[src/rtl/ser3w_pkg.sv]
// ser3w_pkg: shared widths, frame length and FSM state type
// for the three-wire serial responder.
package ser3w_pkg;

  localparam int SER3W_DATA_W    = 28;
  localparam int SER3W_ADDR_W    = 4;
  localparam int SER3W_ERR_W     = 8;
  localparam int SER3W_FRAME_LEN = SER3W_DATA_W + SER3W_ADDR_W;

  typedef enum logic {
    IDLE,
    SHIFT
  } ser3w_state_e;

endpackage

[src/rtl/ser3w_if.sv]
// ser3w_if: CS/CLK/DATA serial bus lines.
// master drives the lines, slave (responder) samples them.
interface ser3w_if;

  logic ser_cs_n;
  logic ser_sclk;
  logic ser_sdat;

  modport master (
    output ser_cs_n,
    output ser_sclk,
    output ser_sdat
  );

  modport slave (
    input ser_cs_n,
    input ser_sclk,
    input ser_sdat
  );

endinterface

[src/rtl/ser3w_sync.sv]
// ser3w_sync: 2-FF synchronizer plus history stage.
// Ports: clk, rst_n, d (async) -> q (synced), rise/fall pulses.
module ser3w_sync #(
  parameter logic RST_VAL = 1'b0
) (
  input  logic clk,
  input  logic rst_n,
  input  logic d,
  output logic q,
  output logic rise,
  output logic fall
);

  logic [2:0] s;

  always_ff @(posedge clk or negedge rst_n) begin
    if (!rst_n) begin
      s <= {3{RST_VAL}};
    end else begin
      s <= {s[1:0], d};
    end
  end

  assign q    = s[1];
  assign rise = s[1] & ~s[2];
  assign fall = ~s[1] & s[2];

endmodule

[src/rtl/ser3w_responder.sv]
// ser3w_responder: deframes 32-bit CS/CLK/DATA words into write events.
// Ports: clk, rst_n, ser (ser3w_if.slave), wr_valid/wr_addr/wr_data,
// busy, err_cnt/err_clr, rd_addr/rd_data (SER3W_READBACK_EN shadow file).
module ser3w_responder
  import ser3w_pkg::*;
#(
  parameter int DATA_W = SER3W_DATA_W,
  parameter int ADDR_W = SER3W_ADDR_W,
  parameter int ERR_W  = SER3W_ERR_W
) (
  input  logic              clk,
  input  logic              rst_n,
  ser3w_if.slave            ser,
  output logic              wr_valid,
  output logic [ADDR_W-1:0] wr_addr,
  output logic [DATA_W-1:0] wr_data,
  output logic              busy,
  output logic [ERR_W-1:0]  err_cnt,
  input  logic              err_clr,
  input  logic [ADDR_W-1:0] rd_addr,
  output logic [DATA_W-1:0] rd_data
);

  localparam int          FLEN     = DATA_W + ADDR_W;
  localparam logic [5:0]  CNT_FULL = 6'(FLEN);
  localparam logic [5:0]  CNT_OVR  = 6'(FLEN + 1);

  logic cs_q_unused, cs_rise, cs_fall;
  logic sclk_q_unused, sclk_rise, sclk_fall_unused;
  logic sdat, sdat_rise_unused, sdat_fall_unused;

  // cs_n resets low: a frame interrupted by reset stays
  // abandoned until cs_n is seen high and falls again.
  ser3w_sync #(.RST_VAL(1'b0)) u_cs (
    .clk  (clk),
    .rst_n(rst_n),
    .d    (ser.ser_cs_n),
    .q    (cs_q_unused),
    .rise (cs_rise),
    .fall (cs_fall)
  );

  ser3w_sync #(.RST_VAL(1'b0)) u_sclk (
    .clk  (clk),
    .rst_n(rst_n),
    .d    (ser.ser_sclk),
    .q    (sclk_q_unused),
    .rise (sclk_rise),
    .fall (sclk_fall_unused)
  );

  ser3w_sync #(.RST_VAL(1'b0)) u_sdat (
    .clk  (clk),
    .rst_n(rst_n),
    .d    (ser.ser_sdat),
    .q    (sdat),
    .rise (sdat_rise_unused),
    .fall (sdat_fall_unused)
  );

  ser3w_state_e    state;
  logic [5:0]      bit_cnt;
  logic [FLEN-1:0] shreg;
  logic            frame_end;
  logic            frame_ok;
  logic            frame_bad;

  assign frame_end = (state == SHIFT) && cs_rise;
  assign frame_ok  = frame_end && (bit_cnt == CNT_FULL);
  assign frame_bad = frame_end && (bit_cnt != CNT_FULL);

  always_ff @(posedge clk or negedge rst_n) begin
    if (!rst_n) begin
      state    <= IDLE;
      bit_cnt  <= '0;
      shreg    <= '0;
      wr_valid <= 1'b0;
      wr_addr  <= '0;
      wr_data  <= '0;
      busy     <= 1'b0;
      err_cnt  <= '0;
    end else begin
      wr_valid <= 1'b0;
      if (err_clr) begin
        err_cnt <= '0;
      end else if (frame_bad && (err_cnt != '1)) begin
        err_cnt <= err_cnt + 1'b1;
      end
      unique case (state)
        IDLE: begin
          if (cs_fall) begin
            state   <= SHIFT;
            busy    <= 1'b1;
            bit_cnt <= '0;
            shreg   <= '0;
          end
        end
        SHIFT: begin
          // cs_n rising closes the frame; a coincident
          // sclk edge is dropped.
          if (cs_rise) begin
            state <= IDLE;
            busy  <= 1'b0;
            if (frame_ok) begin
              wr_valid <= 1'b1;
              wr_data  <= shreg[FLEN-1:ADDR_W];
              wr_addr  <= shreg[ADDR_W-1:0];
            end
          end else if (sclk_rise) begin
            shreg <= {shreg[FLEN-2:0], sdat};
            if (bit_cnt != CNT_OVR) begin
              bit_cnt <= bit_cnt + 1'b1;
            end
          end
        end
        default: begin
          state <= IDLE;
          busy  <= 1'b0;
        end
      endcase
    end
  end

`ifdef SER3W_READBACK_EN
  localparam int DEPTH = 1 << ADDR_W;

  logic [DATA_W-1:0] shadow [DEPTH];

  // Read port sees the pre-write value on a same-cycle hit.
  always_ff @(posedge clk or negedge rst_n) begin
    if (!rst_n) begin
      for (int i = 0; i < DEPTH; i++) begin
        shadow[i] <= '0;
      end
      rd_data <= '0;
    end else begin
      if (frame_ok) begin
        shadow[shreg[ADDR_W-1:0]] <= shreg[FLEN-1:ADDR_W];
      end
      rd_data <= shadow[rd_addr];
    end
  end
`else
  logic unused_rd_addr;

  assign unused_rd_addr = ^rd_addr;
  assign rd_data        = '0;
`endif

endmodule

[src/flat_wrapper.sv]
// flat-port wrapper written by rule: the top's interface ports become plain ports
module ser3w_responder_flat import ser3w_pkg::*;
#(
  parameter int DATA_W = SER3W_DATA_W,
  parameter int ADDR_W = SER3W_ADDR_W,
  parameter int ERR_W  = SER3W_ERR_W
)
  (clk, rst_n, wr_valid, wr_addr, wr_data, busy, err_cnt, err_clr, rd_addr, rd_data, ser_ser_cs_n, ser_ser_sclk, ser_ser_sdat);
  ser3w_if ser_i ();
  input  logic clk;
  input  logic rst_n;
  output logic wr_valid;
  output logic [ADDR_W-1:0] wr_addr;
  output logic [DATA_W-1:0] wr_data;
  output logic busy;
  output logic [ERR_W-1:0] err_cnt;
  input  logic err_clr;
  input  logic [ADDR_W-1:0] rd_addr;
  output logic [DATA_W-1:0] rd_data;
  input wire logic [$bits(ser_i.ser_cs_n)-1:0] ser_ser_cs_n;
  input wire logic [$bits(ser_i.ser_sclk)-1:0] ser_ser_sclk;
  input wire logic [$bits(ser_i.ser_sdat)-1:0] ser_ser_sdat;
  assign ser_i.ser_cs_n = ser_ser_cs_n;
  assign ser_i.ser_sclk = ser_ser_sclk;
  assign ser_i.ser_sdat = ser_ser_sdat;
  ser3w_responder #(.DATA_W(DATA_W), .ADDR_W(ADDR_W), .ERR_W(ERR_W)) u_core (.clk(clk), .rst_n(rst_n), .ser(ser_i), .wr_valid(wr_valid), .wr_addr(wr_addr), .wr_data(wr_data), .busy(busy), .err_cnt(err_cnt), .err_clr(err_clr), .rd_addr(rd_addr), .rd_data(rd_data));
endmodule
[config.mk]
export PLATFORM = sky130hd
export DESIGN_NAME = ser3w_responder_flat
export DESIGN_NICKNAME = d
export VERILOG_FILES = /design/src/rtl/ser3w_pkg.sv /design/src/rtl/ser3w_if.sv /design/src/rtl/ser3w_sync.sv /design/src/rtl/ser3w_responder.sv /design/src/flat_wrapper.sv
export SDC_FILE = /design/constraint.sdc
export NUM_CORES = 1
export LEC_CHECK = 0
export BUFFER_PORTS_ARGS = -buffer_cell sky130_fd_sc_hd__buf_2
export CORE_ASPECT_RATIO = 1.2
export CORE_UTILIZATION = 27
export DETAILED_ROUTE_END_ITERATION = 7
export GPL_ROUTABILITY_DRIVEN = 0
export GPL_TIMING_DRIVEN = 0
export PLACE_DENSITY = 0.54
export SLEW_MARGIN = 10
export SYNTH_ARGS = -nofsm -noshare
export SYNTH_HDL_FRONTEND = slang
export SYNTH_SLANG_ARGS = --single-unit
[constraint.sdc]
create_clock -name clk -period 2 [get_ports clk]
set_input_delay 0.1 -clock clk [delete_from_list [all_inputs] [get_ports clk]]
set_output_delay 0.1 -clock clk [all_outputs]
set_load 0.005 [all_outputs]
==> implementation parameters <==
Parameter                              Value

Timing
  Worst Tran Pin Value    0.716 ns
  Final worst clock skew    0.00781 ns
  Number of max-slew violations in the final report    0
  Maximum frequency from static timing analysis    0.545 GHz
  Final min period    1.83 ns
  Final worst hold slack    0.173 ns
  Share of the cycle needed by the critical path after routing    91.7%
  Headroom to the max-slew limit    52.2%
  Final-report hold violation count    0
  Setup-failing EPs final    0

Route
  Drt wl/cell    11.9 µm
  Via Count    2,595
  Drt total wl    7330 µm
  Number of detailed-route iterations in the first pass    4
  Residual antenna-violating net count after detailed routing    0
  DRC violation count after routing    0
  Post-DR vias/cell    4.23
  First DRT Iteration DRCs    125

Synthesis
  Post-synth ARST share    100%
  Total of warnings raised by yosys    0
  Instance count of the mapped netlist    344
  Primary flip-flop cell chosen by synthesis mapping    sky130_fd_sc_hd__dfrtp_1
  Area share of the largest cell type after synthesis    56.1%
  Cells taking the most area after synthesis    sky130_fd_sc_hd__dfrtp_1, sky130_fd_sc_hd__mux2_4, sky130_fd_sc_hd__nand2_1
  Yosys reg bits    89
  Synthesized cell area    3970 µm²
  Synth area leader    sky130_fd_sc_hd__dfrtp_1
  Sequential cell area fraction in the yosys report    56.1%
  Commonest cells in the synthesized netlist    sky130_fd_sc_hd__dfrtp_1, sky130_fd_sc_hd__nand2_1, sky130_fd_sc_hd__o21ai_0, sky130_fd_sc_hd__mux2_4, sky130_fd_sc_hd__buf_4
  Count of distinct cell types in the synthesized netlist    37
  Most repeated cell in the gate-level netlist after synthesis    sky130_fd_sc_hd__dfrtp_1
  Mean Syn Cell Area    11.5 µm²
  Number of flops mapped to enable cells by yosys    0

Floorplan
  Core Footprint    14,400 µm²
  Die Span X    113 µm
  DIE AREA    15,200 µm²
  IO Count    80
  Standard-cell rows    48
  Effective utilization at floorplan    27.7%
  Height of the die    135 µm

Power and ir drop
  Net Switching    973 µW
  Power per cell area    839 nW/µm²
  Share of total power in sequential cells    47.3%
  Share of total power in the clock network    43.3%
  Lkg Pwr    0.00250 µW
  Combinational share of power    9.4%
  Switching Fraction    23.6%
  Internal power consumption    3160 µW
  Worst vdd ir    370 µV
  Total power draw    4130 µW

Placed design
  Input/output buffers    47
  Post-detail-place hpwl    5190 µm
  Placement Cell Area    4550 µm²

GRT
  Wire length of the first global-routing pass    12,700 µm
  Antenna violations before repair    0
  Combined global-route utilization of all metal layers    10.5%
  Aggregate global routing overflow    0
  Number of global-route vias before repair    2,566
  Maximum number of pins on one net before global-route repair    57

CTS
  Number of buffers created by CTS    9
  Clock tree root driver cell    sky130_fd_sc_hd__clkbuf_16
  CTS H-tree lvls    3
  Insertion delay to the later sink of the worst-skew pair    0.33 ns
  Post-CTS repair timing setup buffer count    0
  Reg clk slew, reported paths    0.06 ns
  Number of clock sinks seen by CTS    89
  Number of buffers on the longest clock path    2
  TritonCTS clock tree    built

Finish
  Syn-to-layout area delta    24.0%
  Post-route design area    4920 µm²
  Filler Cell Count    1,440
  Proportion of layout cells with a drive suffix above 1    31.9%
  Diode insertion count for antenna repair    0
  Final-stage net count    448

Outcome
  Outcome    finished, final reports clean

Worst setup path
  WS Path Type    reg -> reg
  Arrival @ worst endpoint    2.05 ns
  Maximum fanout along the worst path    7
  Crit. End Element    flip-flop
  Startpoint class of the critical path    flip-flop
  Data required time at the worst endpoint    2.21 ns

Worst hold path
  Kind of path behind the tightest hold check    in -> reg

Run
  MaxCap Viol Count    0
-- layout make-up --
type,instances,area [µm²],share of cell area [%]
clock inverters,4,76.3,1.55
repair buffers,52,298,6.05
inverters,6,22.5,0.457
plain buffers,44,299,6.07
well taps,175,219,4.45
clock buffers,12,246,5.01
flip-flops and latches,89,2230,45.2
multi-input cells,232,1540,31.2
-- flip-flops by register name, summed over array words and instances (netlist names) --
register / cells
u_core.wr_valid: 1
u_core.u_cs.s: 3
u_core.u_sclk.s: 3
u_core.busy: 1
u_core.wr_data: 28
u_core.bit_cnt: 6
u_core.wr_addr: 4
u_core.err_cnt: 8
u_core.shreg: 32
u_core.state: 1
u_core.u_sdat.s: 2
-- layout by cell type (no fill, tap or decap), types with 2 or more instances in the layout --
cell type and count:
sky130_fd_sc_hd__dfrtp_1 89, sky130_fd_sc_hd__nand2_1 72, sky130_fd_sc_hd__buf_2 51, sky130_fd_sc_hd__o21ai_0 33, sky130_fd_sc_hd__mux2_4 29, sky130_fd_sc_hd__buf_4 29, sky130_fd_sc_hd__conb_1 28, sky130_fd_sc_hd__clkbuf_1 10
sky130_fd_sc_hd__nor2_1 10, sky130_fd_sc_hd__clkbuf_16 9, sky130_fd_sc_hd__nor2b_1 8, sky130_fd_sc_hd__nand3_1 8, sky130_fd_sc_hd__mux2_2 8, sky130_fd_sc_hd__inv_1 6, sky130_fd_sc_hd__ha_1 4, sky130_fd_sc_hd__dlygate4sd3_1 4
sky130_fd_sc_hd__buf_6 3, sky130_fd_sc_hd__a21oi_1 3, sky130_fd_sc_hd__nand2b_1 3, sky130_fd_sc_hd__mux2i_1 3, sky130_fd_sc_hd__or4_1 3, sky130_fd_sc_hd__nor4_1 2, sky130_fd_sc_hd__nor3_1 2, sky130_fd_sc_hd__bufinv_16 2
-- logic make-up (layout without fill, tap and decap cells) --
logic type,count (synthesis),count (layout),synth area share (%)
mux,40,40,14.0
flops,89,89,56.1
compound gates,45,45,6.84
other cells,1,28,0.0944
fa+ha+maj,4,4,1.26
simple gates,115,115,13.6
buf+inv,50,118,8.10
-- per-layer routing --
layer / vias to the layer above / share of wire (%) / track usage [%]
met4: 0 / 0.87 / 3.11
met3: 6 / 5.4 / 3.23
li1: 1281 / - / -
met1: 1239 / 46 / 13.5
met5: - / 0 / 0
met2: 69 / 48 / 17.0
-- stage by stage --
stage	std cells	setup WS [ns]	utilization, %	setup TNS, ns
floorplan	371	0.302	-	0
global placement	593	0.0142	31.5	0
detailed placement	594	0.155	31.7	0
CTS	614	0.137	34.2	0
global route	614	-0.00138	34.3	-0.00236
finish	614	0.165	34.3	0
-- worst paths after layout --
kind                               startpoint  cells after the start  slack [ns]            endpoint
setup / recovery            u_core.bit_cnt[0]                      5        0.17   u_core.err_cnt[5]
hold / removal                        err_clr                      3        0.17   u_core.err_cnt[5]
setup reg to reg            u_core.bit_cnt[0]                      5        0.17   u_core.err_cnt[5]
hold reg to reg            u_core.u_sdat.s[0]                      0        0.35  u_core.u_sdat.s[1]
max in group asynchronous               rst_n                      3        1.01         u_core.busy
min in group asynchronous               rst_n                      2        0.36   u_core.wr_data[1]
-- power by group through the flow --
stage	logic (µW)	registers, µW	clock network, µW
2_1_floorplan	272	1970	0
3_3_place_gp	364	1980	0
3_5_place_dp	383	1980	0
4_1_cts	390	1950	1850
5_1_grt	444	1960	1920
6_report	386	1950	1790
-- repair_timing --
action / CTS / global route
endpoints found under the hold margin: 58 / 0
setup endpoints to repair: 0 / 28
hold buffers: 4 / 0
resized for setup: 0 / 1
-- critical path: stages, from the launching register on --
cell	delay, ns
sky130_fd_sc_hd__dfrtp_1	0.39
sky130_fd_sc_hd__inv_1	0.09
sky130_fd_sc_hd__ha_1	0.27
sky130_fd_sc_hd__a21o_4	0.25
sky130_fd_sc_hd__nor4_1	0.35
sky130_fd_sc_hd__mux2_2	0.38
Note: power is estimated with default switching activity, not from simulation.
